===== config.mk =====
export PLATFORM = sky130hd
export DESIGN_NAME = imem_loader
export DESIGN_NICKNAME = d
export VERILOG_FILES = /design/src/rtl/imem_loader_pkg.sv /design/src/rtl/imem_loader_byte_packer.sv /design/src/rtl/imem_loader.sv
export SDC_FILE = /design/constraint.sdc
export NUM_CORES = 1
export LEC_CHECK = 0
export BUFFER_PORTS_ARGS = -buffer_cell sky130_fd_sc_hd__buf_2
export CAP_MARGIN = 20
export CORE_UTILIZATION = 60
export DETAILED_ROUTE_END_ITERATION = 8
export PLACE_DENSITY_LB_ADDON = 0.2
export SYNTH_ARGS = -nofsm -noshare
export SYNTH_HDL_FRONTEND = slang
export SYNTH_SLANG_ARGS = --single-unit
export TNS_END_PERCENT = 100

===== constraint.sdc =====
create_clock -name clk -period 7.25 [get_ports clk]
set_clock_uncertainty 0.2 [all_clocks]
set_input_delay 0.3625 -clock clk [delete_from_list [all_inputs] [get_ports clk]]
set_output_delay 0.3625 -clock clk [all_outputs]
set_load 0.02 [all_outputs]

===== src/rtl/imem_loader_pkg.sv =====
// imem_loader_pkg: shared state encoding and constants for the
// boot-time instruction memory loader.
package imem_loader_pkg;

   localparam int HDR_W          = 16;
   localparam int BYTES_PER_WORD = 4;

   typedef enum logic [2:0] {
      IDLE,
      HDR0,
      HDR1,
      DATA,
      WRITE,
      CHK,
      DONE,
      ERR
   } state_e;

endpackage


===== src/rtl/imem_loader_byte_packer.sv =====
// imem_loader_byte_packer: little-endian byte-to-word shift register.
// word_o already includes the byte being accepted this cycle.
module imem_loader_byte_packer
   import imem_loader_pkg::*;
(
   input  logic                          clk,
   input  logic                          rst_n,
   input  logic [7:0]                    byte_i,
   input  logic                          accept_i,
   input  logic                          clear_i,
   output logic [8*BYTES_PER_WORD-1:0]   word_o,
   output logic                          word_full_o
);

   logic [8*BYTES_PER_WORD-1:0] sr_q;
   logic [8*BYTES_PER_WORD-1:0] sr_d;
   logic [1:0]                  cnt_q;

   // Newest byte enters at the top so byte0 ends up in [7:0].
   assign sr_d        = {byte_i, sr_q[8*BYTES_PER_WORD-1:8]};
   assign word_o      = sr_d;
   assign word_full_o = accept_i && (cnt_q == 2'(BYTES_PER_WORD - 1));

   always_ff @(posedge clk) begin
      if (!rst_n || clear_i) begin
         sr_q  <= '0;
         cnt_q <= '0;
      end else if (accept_i) begin
         sr_q  <= sr_d;
         cnt_q <= cnt_q + 2'd1;
      end
   end

endmodule


===== src/rtl/imem_loader.sv =====
// imem_loader: loads a length-prefixed byte stream into instruction memory.
// Optional trailing XOR checksum byte enabled by IMEM_LOADER_CHKSUM_EN.
module imem_loader
   import imem_loader_pkg::*;
#(
   parameter int INS_ADDRESS = 9,
   parameter int INS_W       = 32
) (
   input  logic                   clk,
   input  logic                   rst_n,
   input  logic                   load_start,
   input  logic [7:0]             rx_data,
   input  logic                   rx_valid,
   output logic                   rx_ready,
   output logic                   we,
   output logic [INS_ADDRESS-1:0] wa,
   output logic [INS_W-1:0]       wd,
   output logic                   cpu_hold,
   output logic                   busy,
   output logic                   done,
   output logic                   error
);

   localparam int IDX_W = INS_ADDRESS - 2;
   localparam int DEPTH = 1 << IDX_W;

   state_e                 state_q;
   logic [HDR_W-1:0]       count_q;
   logic [IDX_W-1:0]       word_idx_q;
   logic                   we_q;
   logic [INS_ADDRESS-1:0] wa_q;
   logic [INS_W-1:0]       wd_q;
   logic                   cpu_hold_q;
   logic                   busy_q;
   logic                   done_q;
   logic                   error_q;
`ifdef IMEM_LOADER_CHKSUM_EN
   logic [7:0]             xor_q;
`endif

   logic             accept;
   logic             start;
   logic [HDR_W-1:0] hdr_cnt;
   logic             hdr_bad;
   logic             last_word;
   logic             pk_accept;
   logic [INS_W-1:0] pk_word;
   logic             pk_full;

   assign rx_ready = (state_q == HDR0) || (state_q == HDR1) ||
                     (state_q == DATA) || (state_q == CHK);
   assign accept   = rx_valid && rx_ready;
   assign start    = load_start &&
                     ((state_q == IDLE) || (state_q == DONE) ||
                      (state_q == ERR));

   assign hdr_cnt   = {rx_data, count_q[7:0]};
   assign hdr_bad   = (hdr_cnt == '0) || (32'(hdr_cnt) > DEPTH);
   assign last_word = (HDR_W'(word_idx_q) == count_q - HDR_W'(1));
   assign pk_accept = accept && (state_q == DATA);

   imem_loader_byte_packer u_packer (
      .clk         (clk),
      .rst_n       (rst_n),
      .byte_i      (rx_data),
      .accept_i    (pk_accept),
      .clear_i     (start),
      .word_o      (pk_word),
      .word_full_o (pk_full)
   );

   always_ff @(posedge clk) begin
      if (!rst_n) begin
         state_q    <= IDLE;
         count_q    <= '0;
         word_idx_q <= '0;
         we_q       <= 1'b0;
         wa_q       <= '0;
         wd_q       <= '0;
         cpu_hold_q <= 1'b0;
         busy_q     <= 1'b0;
         done_q     <= 1'b0;
         error_q    <= 1'b0;
`ifdef IMEM_LOADER_CHKSUM_EN
         xor_q      <= '0;
`endif
      end else begin
         we_q <= 1'b0;
         unique case (state_q)
            IDLE, DONE, ERR: begin
               if (start) begin
                  state_q    <= HDR0;
                  count_q    <= '0;
                  word_idx_q <= '0;
                  cpu_hold_q <= 1'b1;
                  busy_q     <= 1'b1;
                  done_q     <= 1'b0;
                  error_q    <= 1'b0;
`ifdef IMEM_LOADER_CHKSUM_EN
                  xor_q      <= '0;
`endif
               end
            end
            HDR0: begin
               if (accept) begin
                  count_q[7:0] <= rx_data;
                  state_q      <= HDR1;
               end
            end
            HDR1: begin
               if (accept) begin
                  count_q <= hdr_cnt;
                  if (hdr_bad) begin
                     state_q <= ERR;
                     error_q <= 1'b1;
                     busy_q  <= 1'b0;
                  end else begin
                     state_q <= DATA;
                  end
               end
            end
            DATA: begin
`ifdef IMEM_LOADER_CHKSUM_EN
               if (accept) xor_q <= xor_q ^ rx_data;
`endif
               if (pk_full) begin
                  we_q    <= 1'b1;
                  wa_q    <= {word_idx_q, 2'b00};
                  wd_q    <= pk_word;
                  state_q <= WRITE;
               end
            end
            WRITE: begin
               if (last_word) begin
`ifdef IMEM_LOADER_CHKSUM_EN
                  state_q    <= CHK;
`else
                  state_q    <= DONE;
                  done_q     <= 1'b1;
                  busy_q     <= 1'b0;
                  cpu_hold_q <= 1'b0;
`endif
               end else begin
                  word_idx_q <= word_idx_q + 1'b1;
                  state_q    <= DATA;
               end
            end
`ifdef IMEM_LOADER_CHKSUM_EN
            CHK: begin
               if (accept) begin
                  busy_q <= 1'b0;
                  if (rx_data == xor_q) begin
                     state_q    <= DONE;
                     done_q     <= 1'b1;
                     cpu_hold_q <= 1'b0;
                  end else begin
                     state_q <= ERR;
                     error_q <= 1'b1;
                  end
               end
            end
`endif
            default: state_q <= IDLE;
         endcase
      end
   end

   assign we       = we_q;
   assign wa       = wa_q;
   assign wd       = wd_q;
   assign cpu_hold = cpu_hold_q;
   assign busy     = busy_q;
   assign done     = done_q;
   assign error    = error_q;

endmodule


# Yosys cells after proc, flatten, opt, wreduce, memory -nomap -nowiden
# Cells that the tools add are included.
[word_totals] out_inout_bits=47 word_cells=90 register_bits=104
[op_classes] n_mux=28 eq_ne=16 reduce_logical=28 n_addsub=3 magnitude_cmp=1 n_bitwise=1
[ops] operator="$mux 16" n=2
[ops] operator="$pmux 8 s3" n=1
[ops] operator="$mux 3" n=6
[ops] operator="$eq 7x16->1" n=1
[ops] operator="$gt 16x8->1 const B" n=1
[ops] operator="$logic_not 16->1" n=1
[ops] operator="$pmux 8 s2" n=1
[ops] operator="$sub 16x1->16 const B" n=1
[ops] operator="$pmux 3 s5" n=1
[ops] operator="$mux 7" n=2
[ops] operator="$pmux 7 s2" n=1
[ops] operator="$eq 3x3->1 const B" n=4
[ops] operator="$ne 2x2->1 const B" n=6
[ops] operator="$reduce_and 4->1" n=3
[ops] operator="$mux 1" n=9
[ops] operator="$reduce_and 3->1" n=3
[ops] operator="$mux 8" n=1
[ops] operator="$add 7x1->7 const B" n=1
[ops] operator="$logic_or 1x1->1" n=7
[ops] operator="$eq 3x2->1 const B" n=2
[ops] operator="$pmux 1 s2" n=3
[ops] operator="$reduce_bool 2->1" n=3
[ops] operator="$reduce_and 5->1" n=1
[ops] operator="$logic_and 1x1->1" n=4
[ops] operator="other kinds (11)" n=12

# Logic depth before layout (Yosys ltp)
# Gate-level depths: netlist of run 1.
[depth] word_depth=9 depth_mapped=10 mapped_depth_nobuf=9

# Cells and area by module
# A second synthesis of run 1 with hierarchy kept.
[unflattened] cells_unflattened=507 hier_area_um2=4206.5
[modules_own_cells] module="imem_loader" area_per_inst_um2=3159.3 seq_area_each_um2=1401.3 instances=1 cells_each=412
[modules_own_cells] module="imem_loader_byte_packer" area_per_inst_um2=1047.3 seq_area_each_um2=520.5 instances=1 cells_each=95

# Least setup slack after synthesis of run 1
# No wires, ideal clock.
[synth_timing] path_type="flip-flop to flip-flop" startpoint="register count_q[9]" endpoint="register word_idx_q[5]" stages_incl_launch_ff=8 required_ns=6.980 setup_slack_ns=4.539 t_arrival_ns=2.441 synth_period_minus_slack_ns=2.711 path_cell_list="dfxtp_1 -> or4_4 -> or4_4 -> o21ai_1 -> or3b_1 -> nor4b_4 -> or4_1 -> a21oi_1"
[synth_between] elab_chain_cells=4
[synth_lines] element="start: declaration" line="imem_loader.sv:28" source="logic [HDR_W-1:0] count_q;"
[synth_lines] element="start signal: assignment" line="imem_loader.sv:112" source="count_q <= hdr_cnt;"
[synth_lines] element="$sub 16x1->16" line="imem_loader.sv:59" source="assign last_word = (HDR_W'(word_idx_q) == count_q - HDR_W'(1));"
[synth_lines] element="$eq 7x16->1" line="imem_loader.sv:59"
[synth_lines] element="$ne 2x2->1 (no source line)"
[synth_lines] element="$reduce_and 3->1 (no source line)"
[synth_lines] element="end signal: assignment" line="imem_loader.sv:144" source="word_idx_q <= word_idx_q + 1'b1;"
[synth_lines] element="end: declaration" line="imem_loader.sv:29" source="logic [IDX_W-1:0] word_idx_q;"
# No other way between the ends.
# A chain may end at the register's enable or synchronous reset.

# Final worst setup path of run 1
[layout_timing] startpoint="register count_q[9]" endpoint="register busy_q (netlist: busy)"
[layout_between] elab_chain_cells=4
[layout_lines] element="$sub 16x1->16" line="imem_loader.sv:59"
[layout_lines] element="$eq 7x16->1" line="imem_loader.sv:59"
[layout_lines] element="$ne 2x2->1 (no source line)"
[layout_lines] element="$reduce_and 5->1 (no source line)"
[layout_lines] element="end signal: assignment" line="imem_loader.sv:81" source="busy_q <= 1'b0;"
[layout_lines] element="end signal: assignment" line="imem_loader.sv:96" source="busy_q <= 1'b1;"
[layout_lines] element="end signal: assignment" line="imem_loader.sv:116" source="busy_q <= 1'b0;"
[layout_lines] element="end: declaration" line="imem_loader.sv:34" source="logic busy_q;"
# No other way between the ends.

==> results.json, run 1 <==
{
  "tightest_slew_ns": 0.965,
  "cts_made_buffers": 9,
  "setup_viol": 0,
  "yosysSeqAreaShare_pct": 47.2,
  "synthFlopType": "dfxtp_1",
  "setup_tns_ns": 0,
  "crit_fanout": 15,
  "drt_iter0_markers": 322,
  "clockBufferDepth": 2,
  "worstHoldPathCells": 3,
  "syn_area_um2": 4070,
  "cellLeakagePower_nw": 1.68,
  "grt_max_degree": 61,
  "reg2reg_setup_slack_ns": 4.23,
  "use_met2_pct": 42.2,
  "wl_per_cell_um": 14.1,
  "antenna_found_initial": 0,
  "synthesis.area_per_instance_um2": 7.93,
  "switching_power_w": 0.000413,
  "drcViolationCount": 4,
  "syn2layout_area_growth_pct": 10.7,
  "synthDistinctLibCells": 55,
  "diodes": 0,
  "rsz0062_at_grt": "no",
  "ir_drop_v": 0.000206,
  "cellPowerDensity_nw_per_um2": 275,
  "holdPathEnd": "u_packer.sr_q[31]",
  "nets": 567,
  "p_int_w": 0.000827,
  "layout_common_cells": "151 x nand2_1, 96 x dfxtp_1, 85 x a21oi_1",
  "final_antenna_net_count": 0,
  "clk_latency_ns": 0.36,
  "grt_overflow_total": 0,
  "dp.cells": 618,
  "cp-start-kind": "flip-flop",
  "period_needed_ns": 3.02,
  "synth_edf_count": 0,
  "crit_required_ns": 7.31,
  "fin_cells": 634,
  "initial_core_util_pct": 63.0,
  "dp_hpwl_mm": 6.13,
  "cap_viol_max_count": 0,
  "layout_commonest_cell": "nand2_1",
  "crit_arrival_ns": 3.08,
  "tritoncts": "built",
  "synthCells": 513,
  "min_from": "rx_data[7]",
  "fp.coreArea_um2": 6460,
  "critPathCaptureType": "flip-flop",
  "routed_via_density": 5.71,
  "status": "finished, violations left",
  "numPortBuffers": 56,
  "cts_num_sinks": 96,
  "row_count": 29,
  "crit_type": "flip-flop to flip-flop",
  "ys_seq_elements": 96,
  "crit-reg2reg-capture": "busy",
  "grt_util_met3_pct": 3.34,
  "async_reset_ff_share_pct": 0,
  "use_met1_pct": 36.7,
  "period_share_pct": 41.7,
  "final-hold-violation-count": 0,
  "grt_pass1_wl_mm": 15.3,
  "swShare_pct": 33.3,
  "violations": "design-rule violations",
  "fmax_mhz": 331,
  "hp-class": "input pin to flip-flop",
  "vias": 3618,
  "post-cts-setup-buffer-count": 0,
  "post_cts_resized": 0,
  "clkSlewWorstSetupHoldPaths_ns": 0.09,
  "cts_root_buffer": "clkbuf_8",
  "drv_slew": 0,
  "io-pin-count": 59,
  "relSlewSlack_pct": 35.2,
  "p_comb_share_pct": 23.8,
  "seqPwrFrac_pct": 47.8,
  "drive_gt1_share_pct": 16.2,
  "fp.dieH_um": 84.4,
  "routed_wl_mm": 8.96,
  "die_x_um": 84.4,
  "yosys_warnings": 0,
  "reg2reg_from": "count_q[9]",
  "pwr-share-clk_pct": 28.4,
  "gp_congestion": 0.858,
  "htreeDepth": 3,
  "worstRegToRegCells": 7,
  "hold_buffers": 0,
  "grt_busiest_layer": "met2",
  "grt_usage_pct": 26.8,
  "grt_pass1_vias": 3290,
  "first_pass_iters": 9,
  "die_area_um2": 7120
}
cell type report:
cell class	instances	area, um2
well taps	77	96.3
inverters	8	30.0
clock inverters	6	80.1
multi-input cells	377	1940
flip-flops and latches	96	1920
repair buffers	60	310
clock buffers	10	128
fillers	544	1950
worst max-delay path: stages (launching register included):
cell,delay [ns]
dfxtp_1,0.33
or4_4,0.54
or4_4,0.44
nor4b_1,0.24
or3b_1,0.16
nor4b_4,0.64
nand2_1,0.20
o311a_1,0.17
how the worst max path moves through the flow:
stage / from / end / slack, ns / cells past startpoint
2_1_floorplan: count_q[9] / word_idx_q[5] / 4.54 / 7
3_3_place_gp: count_q[9] / busy / 4.37 / 7
3_5_place_dp: count_q[9] / busy / 4.27 / 7
4_1_cts: count_q[9] / busy / 4.25 / 7
5_1_grt: count_q[9] / busy / 4.02 / 7
6_report: count_q[9] / busy / 4.23 / 7
per-layer routing:
layer	wire, um	up-vias
li1	-	1804
met1	4250	1680
met2	4070	116
met3	451	18
met4	180	0
met5	0	-
cells by family (layout without fill, tap and decap cells):
| family | after synthesis | count (layout) | synth area share, % |
|---|---|---|---|
| multiplexers | 4 | 4 | 0.984 |
| adder cells (fa/ha/maj) | 3 | 3 | 0.922 |
| AO/OA/AOI/OAI | 119 | 119 | 16.7 |
| XOR/XNOR | 11 | 11 | 2.37 |
| AND/OR/NAND/NOR | 238 | 238 | 26.5 |
| buffers and inverters | 41 | 84 | 5.23 |
| other | 1 | 2 | 0.0921 |
| flip-flops | 96 | 96 | 47.2 |
sequential cells by signal (all words and copies together), names as in the netlist:
| name | flops |
|---|---|
| word_idx_q | 7 |
| we | 1 |
| busy | 1 |
| u_packer.cnt_q | 2 |
| error | 1 |
| u_packer.sr_q | 24 |
| count_q | 16 |
| state_q | 3 |
| cpu_hold | 1 |
| wa | 7 |
| done | 1 |
| wd | 32 |
metrics by stage:
step	setup slack, ns	total power, W	cell area, um2	util, %	hold slack [ns]
4_1_cts	4.25	0.00124	4510	69.8	0.0821
3_3_place_gp	4.37	0.000888	4300	66.5	0.240
2_1_floorplan	4.54	0.000839	4070	-	0.232
6_report	4.23	0.00124	4510	69.8	0.0946
5_1_grt	4.02	0.00131	4510	69.8	0.0911
3_5_place_dp	4.27	0.000894	4300	66.5	0.243
cell usage after synthesis, drive strengths merged, types with 2 or more instances:
master,instances,share of area (%)
nand2,153,14
dfxtp,96,47
a21oi,85,10
nor2,29,2.9
clkbuf,23,2.1
nand3,14,1.7
o21ai,11,1.4
buf,10,2.4
a22oi,8,1.5
nor3,8,0.98
inv,7,0.65
xnor2,7,1.5
nor4,6,1.1
and2,5,0.89
or4,5,1.1
mux2i,4,0.98
xor2,4,0.86
a221oi,3,0.80
ha,3,0.92
nand2b,3,0.46
nand4,3,0.46
o311a,3,0.74
o31ai,3,0.55
or3,3,0.46
nor4b,2,0.80
or2,2,0.31
power by group through the flow:
stage	Sequential, W	Clock, W	Combinational, W
2_1_floorplan	0.000586	0	0.000254
3_3_place_gp	0.000604	0	0.000285
3_5_place_dp	0.000604	0	0.000290
4_1_cts	0.000592	0.000361	0.000293
5_1_grt	0.000598	0.000384	0.000326
6_report	0.000593	0.000352	0.000295
No activity file was read; power rests on OpenSTA's default activity.
==> inputs of run 2 (changes only) <==
ABC_AREA = 1   (was unset)
CORE_UTILIZATION = 52   (was 60)
clock period = 2.65 ns   (was 7.25 ns; I/O delays follow)
==> results.json, run 2 <==
{
  "status": "complete, no violations",
  "relSlewSlack_pct": 62.8,
  "synthCells": 594,
  "synth_top_area_share_pct": 44.1,
  "crit_fanout": 20,
  "grt_pass1_vias": 3633,
  "synth_common_cells": "151 x nand2_1, 96 x dfxtp_1, 65 x nand3_1, 56 x a21oi_1, 52 x nor2_1",
  "diodes": 0,
  "timing.hold.ws_ns": 0.0793,
  "final-hold-violation-count": 0,
  "initial_core_util_pct": 53.3,
  "layout_commonest_cell": "nand2_1",
  "clk_latency_ns": 0.35,
  "cellPowerDensity_nw_per_um2": 841,
  "grt_usage_pct": 24.4,
  "clockBufferDepth": 2,
  "final_antenna_net_count": 0,
  "path_cells": "inv_1, nor2_2, inv_2, nor2_2, nand3_2, nor2_4, inv_2, o21ai_0",
  "layout_common_cells": "151 x nand2_1, 96 x dfxtp_1, 65 x nand3_1",
  "io-pin-count": 59,
  "async_reset_ff_share_pct": 0,
  "row_count": 33,
  "grt_overflow_total": 0,
  "vias": 4045,
  "wl_per_cell_um": 13.6,
  "syn_area_um2": 4360,
  "cp-start-kind": "flip-flop",
  "synth_edf_count": 0,
  "crit_path_max_incr_delay_ns": 0.52,
  "crit_type": "flip-flop to flip-flop",
  "setup_viol": 0,
  "cts_made_buffers": 9,
  "nets": 665,
  "syn2layout_area_growth_pct": 14.1,
  "cap_viol_max_count": 0,
  "die_area_um2": 8750,
  "cts_num_sinks": 96,
  "routed_via_density": 5.32,
  "antenna_found_initial": 0,
  "yosys.cell_count.top_type": "nand2_1",
  "htreeDepth": 3,
  "tightest_slew_ns": 0.557,
  "fmax_mhz": 421,
  "critPathCaptureType": "flip-flop",
  "ys_seq_elements": 96,
  "dp_hpwl_mm": 7.26,
  "clkSlewWorstSetupHoldPaths_ns": 0.10,
  "yosysSeqAreaShare_pct": 44.1,
  "crit_buf_inv": 3,
  "cp_top_family": "simple AND/OR/NAND/NOR gates",
  "grt_pass1_wl_mm": 17.0,
  "yosys_warnings": 0,
  "rsz0062_at_grt": "no",
  "synth_area_leader_cell": "dfxtp_1",
  "drcViolationCount": 0,
  "crit_required_ns": 2.73,
  "utilization_pct": 60.8,
  "fp.coreArea_um2": 8180,
  "period_share_pct": 89.6,
  "synthDistinctLibCells": 37,
  "synth_area_leaders": "dfxtp_1 44%, nand2_1 13%, nand3_1 7.5%",
  "crit_arrival_ns": 2.46,
  "tritoncts": "built",
  "routed_wl_mm": 10.3,
  "synthesis.area_per_instance_um2": 7.33,
  "die_x_um": 93.5,
  "drv_slew": 0,
  "cellLeakagePower_nw": 2.15,
  "drt_iter0_markers": 318,
  "period_needed_ns": 2.38,
  "gp_congestion": 0.882,
  "grt_max_degree": 43,
  "largest_reg_flops": 32,
  "p_total_w": 0.00418,
  "numPortBuffers": 56,
  "drive_gt1_share_pct": 18.6,
  "hp-class": "input pin to flip-flop",
  "first_pass_iters": 5,
  "fp.dieH_um": 93.5,
  "synthFlopType": "dfxtp_1",
  "ir_drop_v": 0.000341,
  "setup_tns_ns": 0,
  "cts_root_buffer": "clkbuf_8",
  "slowest_stage": "nor2_4"
}
[run 2: changes by cell type after synthesis, sizes merged, moves of 9 or more]
cell,before,now
inv,7,45
clkbuf,23,10
nor2,29,70
o21ai,11,28
a21oi,85,58
nand3,14,72
a211oi,0,9
[run 2: area by class of cell]
| class | instances | area, um2 |
|---|---|---|
| Fill cell | 766 | 3210 |
| Multi-Input combinational cell | 426 | 2140 |
| Sequential cell | 96 | 1920 |
| Timing Repair Buffer | 71 | 415 |
| Inverter | 46 | 173 |
| Clock buffer | 10 | 138 |
| Tap cell | 105 | 131 |
| Clock inverter | 6 | 55.1 |
[run 2: through the flow]
stage	cells	setup slack, ns	area (um2)
final	760	0.275	4970
after CTS	760	0.295	4970
after global routing	760	0.0251	4970
after detailed placement	735	0.315	4690
after global placement	735	0.380	4690
after floorplan	595	0.696	4360
[run 2: where the power goes]
part	internal, W	total, W	switching (W)
Combinational	0.000519	0.00160	0.00109
Sequential	0.00153	0.00164	0.000108
Clock	0.000389	0.000935	0.000546
Total	0.00244	0.00418	0.00174
[run 2: kinds of logic after synthesis]
kind of cell	count (synthesis)	share of synthesized area, %
other	1	0.0861
xor gates and xnor gates	10	2.01
DFF	96	44.1
AOI/OAI and AO/OA	96	11.9
and+or+nand+nor	315	34.1
adders and majority gates	3	0.862
buffers and inverters	73	6.92
[run 2: per-layer routing]
layer	global-route usage, %	routed length, um
met1	33.7	4980
met2	39.8	4660
met3	3.25	597
met4	6.92	85
met5	0	0
[run 2: worst paths after layout]
check / startpoint / endpoint / slack [ns] / cells after the start
max: state_q[1] / wd[28] / 0.27 / 8
min reg2reg: error / error / 0.27 / 2
max reg2reg: state_q[1] / wd[28] / 0.27 / 8
min: load_start / state_q[2] / 0.08 / 6
[run 2: repair_timing]
action | in CTS | in global routing
setup buffers | 0 | 0
endpoints found under the hold margin | 36 | 0
hold buffers | 9 | 0
resized for setup | 0 | 0
[run 2: tightest hold or removal path: stages]
cell	delay, ns
buf_2	0.08
inv_1	0.04
nand2_1	0.11
nand2_1	0.10
nand2_1	0.08
a21oi_1	0.06
==> inputs of run 3 (changes only) <==
BUFFER_PORTS_ARGS = -buffer_cell sky130_fd_sc_hd__buf_4   (was -buffer_cell sky130_fd_sc_hd__buf_2)
==> results.json, run 3 (synthesized netlist as in run 2, its figures left out) <==
{
  "gp_congestion": 0.901,
  "routed_via_density": 5.23,
  "p_int_w": 0.00246,
  "post-cts-setup-buffer-count": 0,
  "fill_cells": 753,
  "period_needed_ns": 2.29,
  "layout_common_cells": "151 x nand2_1, 96 x dfxtp_1, 65 x nand3_1",
  "drive_gt1_share_pct": 18.5,
  "tightest_slew_ns": 0.532,
  "crit_arrival_ns": 2.36,
  "die_area_um2": 8750,
  "timing.hold.ws_ns": 0.0902,
  "row_count": 33,
  "seqPwrFrac_pct": 39.0,
  "grt_max_degree": 42,
  "die_x_um": 93.5,
  "path_cells": "inv_1, nor2_2, inv_2, nor2_2, nand3_2, nor2_4, inv_2, o21ai_0",
  "fp.coreArea_um2": 8180,
  "grt_pass1_wl_mm": 16.9,
  "setup_tns_ns": 0,
  "clockBufferDepth": 2,
  "crit_fanout": 21,
  "hp-class": "input pin to flip-flop",
  "cp-start-kind": "flip-flop",
  "tritoncts": "built",
  "clkSlewWorstSetupHoldPaths_ns": 0.10,
  "syn2layout_area_growth_pct": 17.2,
  "grt_pass1_vias": 3536,
  "layout_commonest_cell": "nand2_1",
  "drt_iter0_markers": 229,
  "switching_power_w": 0.00174,
  "grt_usage_pct": 24.4,
  "dp_hpwl_mm": 7.22,
  "p_comb_share_pct": 38.5,
  "nets": 664,
  "fp.dieH_um": 93.5,
  "cellLeakagePower_nw": 2.16,
  "crit_path_max_incr_delay_ns": 0.47,
  "cap_viol_max_count": 0,
  "drv_slew": 0,
  "critPathCaptureType": "flip-flop",
  "htreeDepth": 3,
  "io-pin-count": 59,
  "crit_required_ns": 2.73,
  "setup_viol": 0,
  "largest_reg_flops": 32,
  "cts_made_buffers": 9,
  "cts_root_buffer": "clkbuf_8",
  "initial_core_util_pct": 53.3,
  "cts_num_sinks": 96,
  "final_antenna_net_count": 0,
  "diodes": 0,
  "crit_type": "flip-flop to flip-flop",
  "antenna_found_initial": 0,
  "cp_top_family": "simple AND/OR/NAND/NOR gates",
  "final-hold-violation-count": 0,
  "slowest_stage": "nor2_4",
  "rsz0062_at_grt": "no",
  "pwr-share-clk_pct": 22.5,
  "clk_latency_ns": 0.35,
  "first_pass_iters": 4,
  "ir_drop_v": 0.000373,
  "wl_per_cell_um": 13.3,
  "swShare_pct": 41.4,
  "drcViolationCount": 0,
  "pre_cts_slack_ns": 0.355,
  "relSlewSlack_pct": 64.5,
  "period_share_pct": 86.4,
  "fmax_mhz": 437,
  "regArea_um2": 1920,
  "status": "complete, no violations",
  "grt_overflow_total": 0,
  "numPortBuffers": 56,
  "vias": 3970,
  "multi_input_area_um2": 2140,
  "routed_wl_mm": 10.1,
  "crit_buf_inv": 3,
  "worst_slack_ns": 0.361,
  "cellPowerDensity_nw_per_um2": 823
}
run 3: changes by cell type in the layout (fill, tap and decap cells not counted), sizes merged:
cell / change
buf: -1
inv: -1
clkinv: +1
run 3: final cells by class:
| type | instances | share of cell area (%) |
|---|---|---|
| multi-input cells | 426 | 41.8 |
| flip-flops and latches | 96 | 37.6 |
| repair buffers | 70 | 10.7 |
| inverters | 46 | 3.38 |
| clock buffers | 10 | 2.70 |
| well taps | 105 | 2.57 |
| clock inverters | 6 | 1.13 |
run 3: what timing repair did:
item | in CTS | in global routing
hold buffers | 9 | 0
resized for setup | 0 | 0
hold endpoints to repair | 42 | 0
run 3: routing by layer:
| metal | up-vias | wire length, um | global-route usage (%) |
|---|---|---|---|
| met5 | - | 0 | 0 |
| met4 | 0 | 89 | 5.64 |
| met3 | 10 | 477 | 3.90 |
| met2 | 94 | 4540 | 38.1 |
| met1 | 1827 | 4990 | 35.2 |
| li1 | 2039 | - | - |
run 3: power by group through the flow:
stage	Combinational (W)	Clock [W]	Sequential, W
after floorplan	0.00127	0	0.00167
final	0.00162	0.000946	0.00164
after global routing	0.00180	0.00102	0.00166
after CTS	0.00162	0.000958	0.00164
after global placement	0.00156	0	0.00167
after detailed placement	0.00160	0	0.00167
run 3: path summary, 6_finish.rpt:
kind,cells past startpoint,slack (ns),end,from
max,8,0.36,wd[25],state_q[1]
min reg2reg,2,0.26,error,error
min,6,0.09,state_q[2],load_start
max reg2reg,8,0.36,wd[25],state_q[1]
run 3: tightest hold or removal path, stage by stage:
cell and delay (ns):
buf_4 0.07, inv_1 0.04, nand2_1 0.11, nand2_1 0.11, nand2_1 0.07, a21oi_1 0.06
run 3: stage by stage:
stage,area (um2),utilization [%],total power [W],std cells
final,5100,62.4,0.00420,759
after global routing,5100,62.4,0.00449,759
after CTS,5100,62.4,0.00421,759
after detailed placement,4820,59.0,0.00327,734
after global placement,4820,59.0,0.00323,734
after floorplan,4360,-,0.00294,595
